`src/rtl/scan_pkg.sv`:
```
// Shared types and helpers for the digit-scan sequencer feeding the 3-to-8 decoder.
package scan_pkg;

  typedef enum logic [1:0] {
    ST_IDLE  = 2'd0,
    ST_BLANK = 2'd1,
    ST_SHOW  = 2'd2
  } state_t;

  // Decoder enable pair {G1,G2}
  localparam logic [1:0] ENA_ON  = 2'b10;
  localparam logic [1:0] ENA_OFF = 2'b01;

  // Lowest set bit of the mask; 0 when the mask is empty.
  function automatic logic [2:0] first_set(input logic [7:0] mask);
    logic [2:0] r_pos;
    r_pos = 3'd0;
    for (int i = 7; i >= 0; i--) begin
      if (mask[i]) r_pos = 3'(i);
    end
    return r_pos;
  endfunction

  function automatic logic [3:0] nibble_at(input logic [31:0] digits, input logic [2:0] sel);
    return digits[{sel, 2'b00} +: 4];
  endfunction

endpackage

```
`src/rtl/scan_next_sel.sv`:
```
// Circular search for the next enabled position strictly after the current one.
module scan_next_sel
  import scan_pkg::*;
(
  input  logic [2:0] i_sel,
  input  logic [7:0] i_mask,
  output logic [2:0] o_sel,
  output logic       o_wrap
);

  logic [2:0] w_cand [1:7];
  logic [7:1] w_hit;

  genvar gi;
  generate
    for (gi = 1; gi < 8; gi++) begin : g_cand
      assign w_cand[gi] = i_sel + 3'(gi);
      assign w_hit[gi]  = i_mask[w_cand[gi]];
    end
  endgenerate

  // Farthest candidate first so the nearest hit wins; falls back to the
  // current position, which covers the single-active-bit case.
  always_comb begin
    o_sel = i_sel;
    for (int i = 7; i >= 1; i--) begin
      if (w_hit[i]) o_sel = w_cand[i];
    end
  end

  assign o_wrap = (o_sel <= i_sel);

endmodule

```
`src/rtl/scan_ctrl.sv`:
```
// Time-multiplexing sequencer: drives decoder select/enable with a per-slot
// dead-time and presents the selected digit nibble alongside.
module scan_ctrl
  import scan_pkg::*;
#(
  parameter int DIV   = 100000,
  parameter int BLANK = 4,
  parameter int CNT_W = 17
) (
  input  logic        iClk,
  input  logic        iRst_n,
  input  logic        iRun,
  input  logic [7:0]  iMask,
  input  logic [31:0] iDigits,
  output logic [2:0]  oSel,
  output logic [1:0]  oEna,
  output logic [3:0]  oNibble,
  output logic        oFrame
);

  localparam logic [CNT_W-1:0] CNT_LAST   = CNT_W'(DIV - 1);
  localparam logic [CNT_W-1:0] BLANK_LAST = CNT_W'(BLANK - 1);
  localparam bit               NO_BLANK   = (BLANK == 0);

  state_t           r_state;
  logic [CNT_W-1:0] r_cnt;
  logic [2:0]       r_sel;
  logic [1:0]       r_ena;
  logic [3:0]       r_nibble;
  logic             r_frame;

  logic [2:0] w_first_sel;
  logic [2:0] w_next_sel;
  logic       w_wrap;
  logic       w_mask_any;
  logic [3:0] w_nib_cur;
  logic [3:0] w_nib_first;
  logic [3:0] w_nib_next;

  scan_next_sel u_next_sel (
    .i_sel  (r_sel),
    .i_mask (iMask),
    .o_sel  (w_next_sel),
    .o_wrap (w_wrap)
  );

  assign w_first_sel = first_set(iMask);
  assign w_mask_any  = |iMask;
  assign w_nib_cur   = nibble_at(iDigits, r_sel);
  assign w_nib_first = nibble_at(iDigits, w_first_sel);
  assign w_nib_next  = nibble_at(iDigits, w_next_sel);

  // Nibble is loaded from the select value being registered in the same edge,
  // so it lines up with oEna without an extra pipeline stage.
  always_ff @(posedge iClk) begin
    if (!iRst_n || !iRun) begin
      r_state  <= ST_IDLE;
      r_cnt    <= '0;
      r_sel    <= 3'd0;
      r_ena    <= ENA_OFF;
      r_nibble <= 4'd0;
      r_frame  <= 1'b0;
    end else begin
      case (r_state)
        ST_IDLE: begin
          r_frame <= 1'b0;
          if (w_mask_any) begin
            r_cnt <= '0;
            r_sel <= w_first_sel;
            if (NO_BLANK) begin
              r_state  <= ST_SHOW;
              r_ena    <= ENA_ON;
              r_nibble <= w_nib_first;
            end else begin
              r_state  <= ST_BLANK;
              r_ena    <= ENA_OFF;
              r_nibble <= 4'd0;
            end
          end
        end

        ST_BLANK: begin
          r_frame <= 1'b0;
          r_cnt   <= r_cnt + 1'b1;
          if (r_cnt == BLANK_LAST) begin
            r_state  <= ST_SHOW;
            r_ena    <= ENA_ON;
            r_nibble <= w_nib_cur;
          end else begin
            r_ena    <= ENA_OFF;
            r_nibble <= 4'd0;
          end
        end

        ST_SHOW: begin
          if (r_cnt == CNT_LAST) begin
            r_cnt <= '0;
            if (!w_mask_any) begin
              r_state  <= ST_IDLE;
              r_sel    <= 3'd0;
              r_ena    <= ENA_OFF;
              r_nibble <= 4'd0;
              r_frame  <= 1'b0;
            end else begin
              r_sel   <= w_next_sel;
              r_frame <= w_wrap;
              if (NO_BLANK) begin
                r_state  <= ST_SHOW;
                r_ena    <= ENA_ON;
                r_nibble <= w_nib_next;
              end else begin
                r_state  <= ST_BLANK;
                r_ena    <= ENA_OFF;
                r_nibble <= 4'd0;
              end
            end
          end else begin
            r_cnt    <= r_cnt + 1'b1;
            r_frame  <= 1'b0;
            r_ena    <= ENA_ON;
            r_nibble <= w_nib_cur;
          end
        end

        default: begin
          r_state  <= ST_IDLE;
          r_cnt    <= '0;
          r_sel    <= 3'd0;
          r_ena    <= ENA_OFF;
          r_nibble <= 4'd0;
          r_frame  <= 1'b0;
        end
      endcase
    end
  end

  assign oSel    = r_sel;
  assign oEna    = r_ena;
  assign oNibble = r_nibble;
  assign oFrame  = r_frame;

endmodule

```
`config.mk`:
```
export PLATFORM = sky130hd
export DESIGN_NAME = scan_ctrl
export DESIGN_NICKNAME = d
export VERILOG_FILES = /design/src/rtl/scan_pkg.sv /design/src/rtl/scan_next_sel.sv /design/src/rtl/scan_ctrl.sv
export SDC_FILE = /design/constraint.sdc
export NUM_CORES = 1
export LEC_CHECK = 0
export ABC_AREA = 1
export CAP_MARGIN = 30
export CORE_MARGIN = 3
export CORE_UTILIZATION = 44
export DETAILED_ROUTE_END_ITERATION = 8
export GPL_ROUTABILITY_DRIVEN = 0
export PLACE_DENSITY = 0.74
export SLEW_MARGIN = 10
export SYNTH_ARGS = -nofsm -noshare
export SYNTH_HDL_FRONTEND = slang
export SYNTH_SLANG_ARGS = --single-unit
```
`constraint.sdc`:
```
create_clock -name iClk -period 3.4 [get_ports iClk]
set_clock_uncertainty 0.1 [all_clocks]
set_input_delay 0.68 -clock iClk [delete_from_list [all_inputs] [get_ports iClk]]
set_output_delay 0.68 -clock iClk [all_outputs]
set_load 0.05 [all_outputs]
```
==> metrics.txt <==
Placeable Area=5340 um^2; DR vias/cell=5.20; Switching Power=250 uW; pwr/cell area=270 nW/um^2; CP max stage cell=clkdlybuf4s50_1; number of DRC violations after detailed-routing iteration 0=147; die span in y=81.8 um; LEAKAGE=0.00139 uW; # diodes=0; Seq pwr share=40.4%; crit-path max FO=4; Worst R2R Path Depth=19; worst hold path type=flop to flop; nets=514; clk buf depth=2; final setup violation count=0; ANT nets after route=0; Top-Level Pins=53; CP arrival=2.86 ns; DR DRC count=0; total grt overflow=0; die width=81.8 um; Routed WL=6780 um; status=finished clean; worst-path cell chain=clkdlybuf4s50_1 -> inv_1 -> o211ai_1 -> nand3_1 -> nand2_1 -> nand2_1 -> nand2_1 -> nand2_1 -> nand2_1 -> nand2_1 -> nand2_1 -> nand2_1 -> ha_1 -> a21oi_1 -> o21ai_0 -> a211oi_1; crit start category=input pin; peak supply drop=0.000278 V; post-cts sizing count=0; Max-Cap Viols=0; power share of the clock group=32.8%; Mapped Area=2530 um^2; area delta synth->final=25.6%; Mapped Cells=408; CTS Sinks=29; Fin Hold WS=0.363 ns; TritonCTS Buffers=5; Setup TNS=0 ns; HPWL Detailed=5200 um; Critical Path Max Stage Delay=0.52 ns; fin crit share=81.3%; sequential share of the synthesized area=22.9%; Switching Share=29.1%; DR vias=2761; global-route wire length before repair=11600 um; largest net degree at the start of global routing=32; Fillers=523; Max Clk Rate=0.362 GHz; syn_area_per_cell=6.20 um^2; FF+latch count, synth=29; RSZ-0062 raised after global routing=no; syn nets=461; combinational share of power=26.8%; CTS Hold Bufs=0; CP Capture Type=flop; EDFF count, synth=0; Final min period=2.76 ns; initial antenna violation count=0; total track usage=21.9%; router iterations before antenna repair=6; count of cell types in the netlist=40; DR WL/cell=12.8 um; die area=6700 um^2; worst skew pair latency=0.28 ns; max-slew violation count=0; crit path kind=input pin to flop; vias in the first global route=2540; row count=26; initial core utilization=47.4%; Top FF cell, synth=dfxtp_1; Slew @ Worst Pin=0.538 ns; Pint=608 uW; clk root buf=clkbuf_8; Rel. slew slack=64.0%; H-tree Lvls=2; most frequent cells in the layout=nand2_1, clkdlybuf4s50_1, nand3_1, inv_1, dfxtp_1; Top cell by count, worst path=nand2_1; final hold viol count=0; ys async rst share=0%; Clock Pin Slew Worst Setup and Hold Paths=0.06 ns; hold path depth=2; WP data required=3.50 ns; post-CTS setup buffer count=0; port bufs=52; CTS tree=done; layout cells sized above 1=9.33%; commonest non-fill, non-tap cell in the layout=nand2_1; Synth Warn #=0
==> path summary, 6_finish.rpt <==
| check | startpoint | end | slack [ns] |
|---|---|---|---|
| max | iMask[0] | oFrame | 0.64 |
| min | oNibble[3] | oNibble[3] | 0.36 |
| max reg2reg | oSel[1] | oFrame | 0.67 |
| min reg2reg | oNibble[3] | oNibble[3] | 0.36 |
==> routing by layer <==
metal  GRT usage, %  up-vias  part of all wire (%)
met4           6.31        0                   1.5
met1           29.5     1220                    46
met3           3.84       15                   5.1
li1               -     1444                     -
met5              0        -                     0
met2           35.9       82                    47
==> Yosys cell counts, types with 3 or more instances <==
cell type  number  area, um^2
nor2_1         27         101
a221oi_1        3        26.3
buf_2           4        20.0
inv_1          44         165
nand2_1       137         514
ha_1           10         125
buf_6           3        33.8
nor3_1          5        25.0
a21boi_0        3        22.5
nand2_2         6        37.5
xor2_1          4        35.0
a211oi_1        3        22.5
nand3_1        51         255
nand4_1         6        37.5
buf_4           3        22.5
a21oi_1        25         125
dfxtp_1        29         581
o21ai_0         7        35.0
inv_2           4        15.0
nand3_2         3        30.0
nor2_2          5        31.3
nor3_2          4        40.0
==> worst max-delay path: cells and delay by family <==
kind / cells / cell delay, ns
buf+inv: 2 / 0.64
compound gates: 4 / 0.62
simple gates: 9 / 0.61
fa+ha+maj: 1 / 0.31
==> power by group through the flow <==
stage          combinational, uW  sequential (uW)  clock, uW
2_1_floorplan                141              358          0
3_3_place_gp                 226              353          0
3_5_place_dp                 228              353          0
4_1_cts                      229              346        286
5_1_grt                      260              346        298
6_report                     230              346        281
==> layout make-up <==
class	instances	area [um^2]	share of cell area, %
clock buffers	7	86.3	2.72
inverters	49	186	5.87
multi-input cells	320	1690	53.1
flip-flops and latches	29	581	18.3
well taps	70	87.6	2.76
repair buffers	56	551	17.3
==> sequential cells by signal, indices dropped and copies added, names as in the netlist <==
name	count
oNibble	4
oFrame	1
oSel	3
oEna	2
r_cnt	17
r_state	2
==> per-stage QoR <==
step / total power (uW) / cell area, um^2 / worst slack, ns / utilization (%) / instances
after floorplan: 499 / 2530 / 0.240 / - / 408
after global placement: 579 / 3090 / 0.401 / 58.0 / 524
after detailed placement: 582 / 3090 / 0.349 / 58.0 / 524
after CTS: 861 / 3180 / 0.641 / 59.6 / 531
after global routing: 903 / 3180 / 0.344 / 59.6 / 531
final: 857 / 3180 / 0.635 / 59.6 / 531
==> kinds of logic after synthesis <==
family          after synthesis  synth area share, %
simple gates                255                 47.3
buf+inv                      59                 10.4
compound gates               51                 13.1
flops                        29                 22.9
fa+ha+maj                    10                 4.95
xor+xnor                      4                 1.38
No activity file was read; power rests on OpenSTA's default activity.
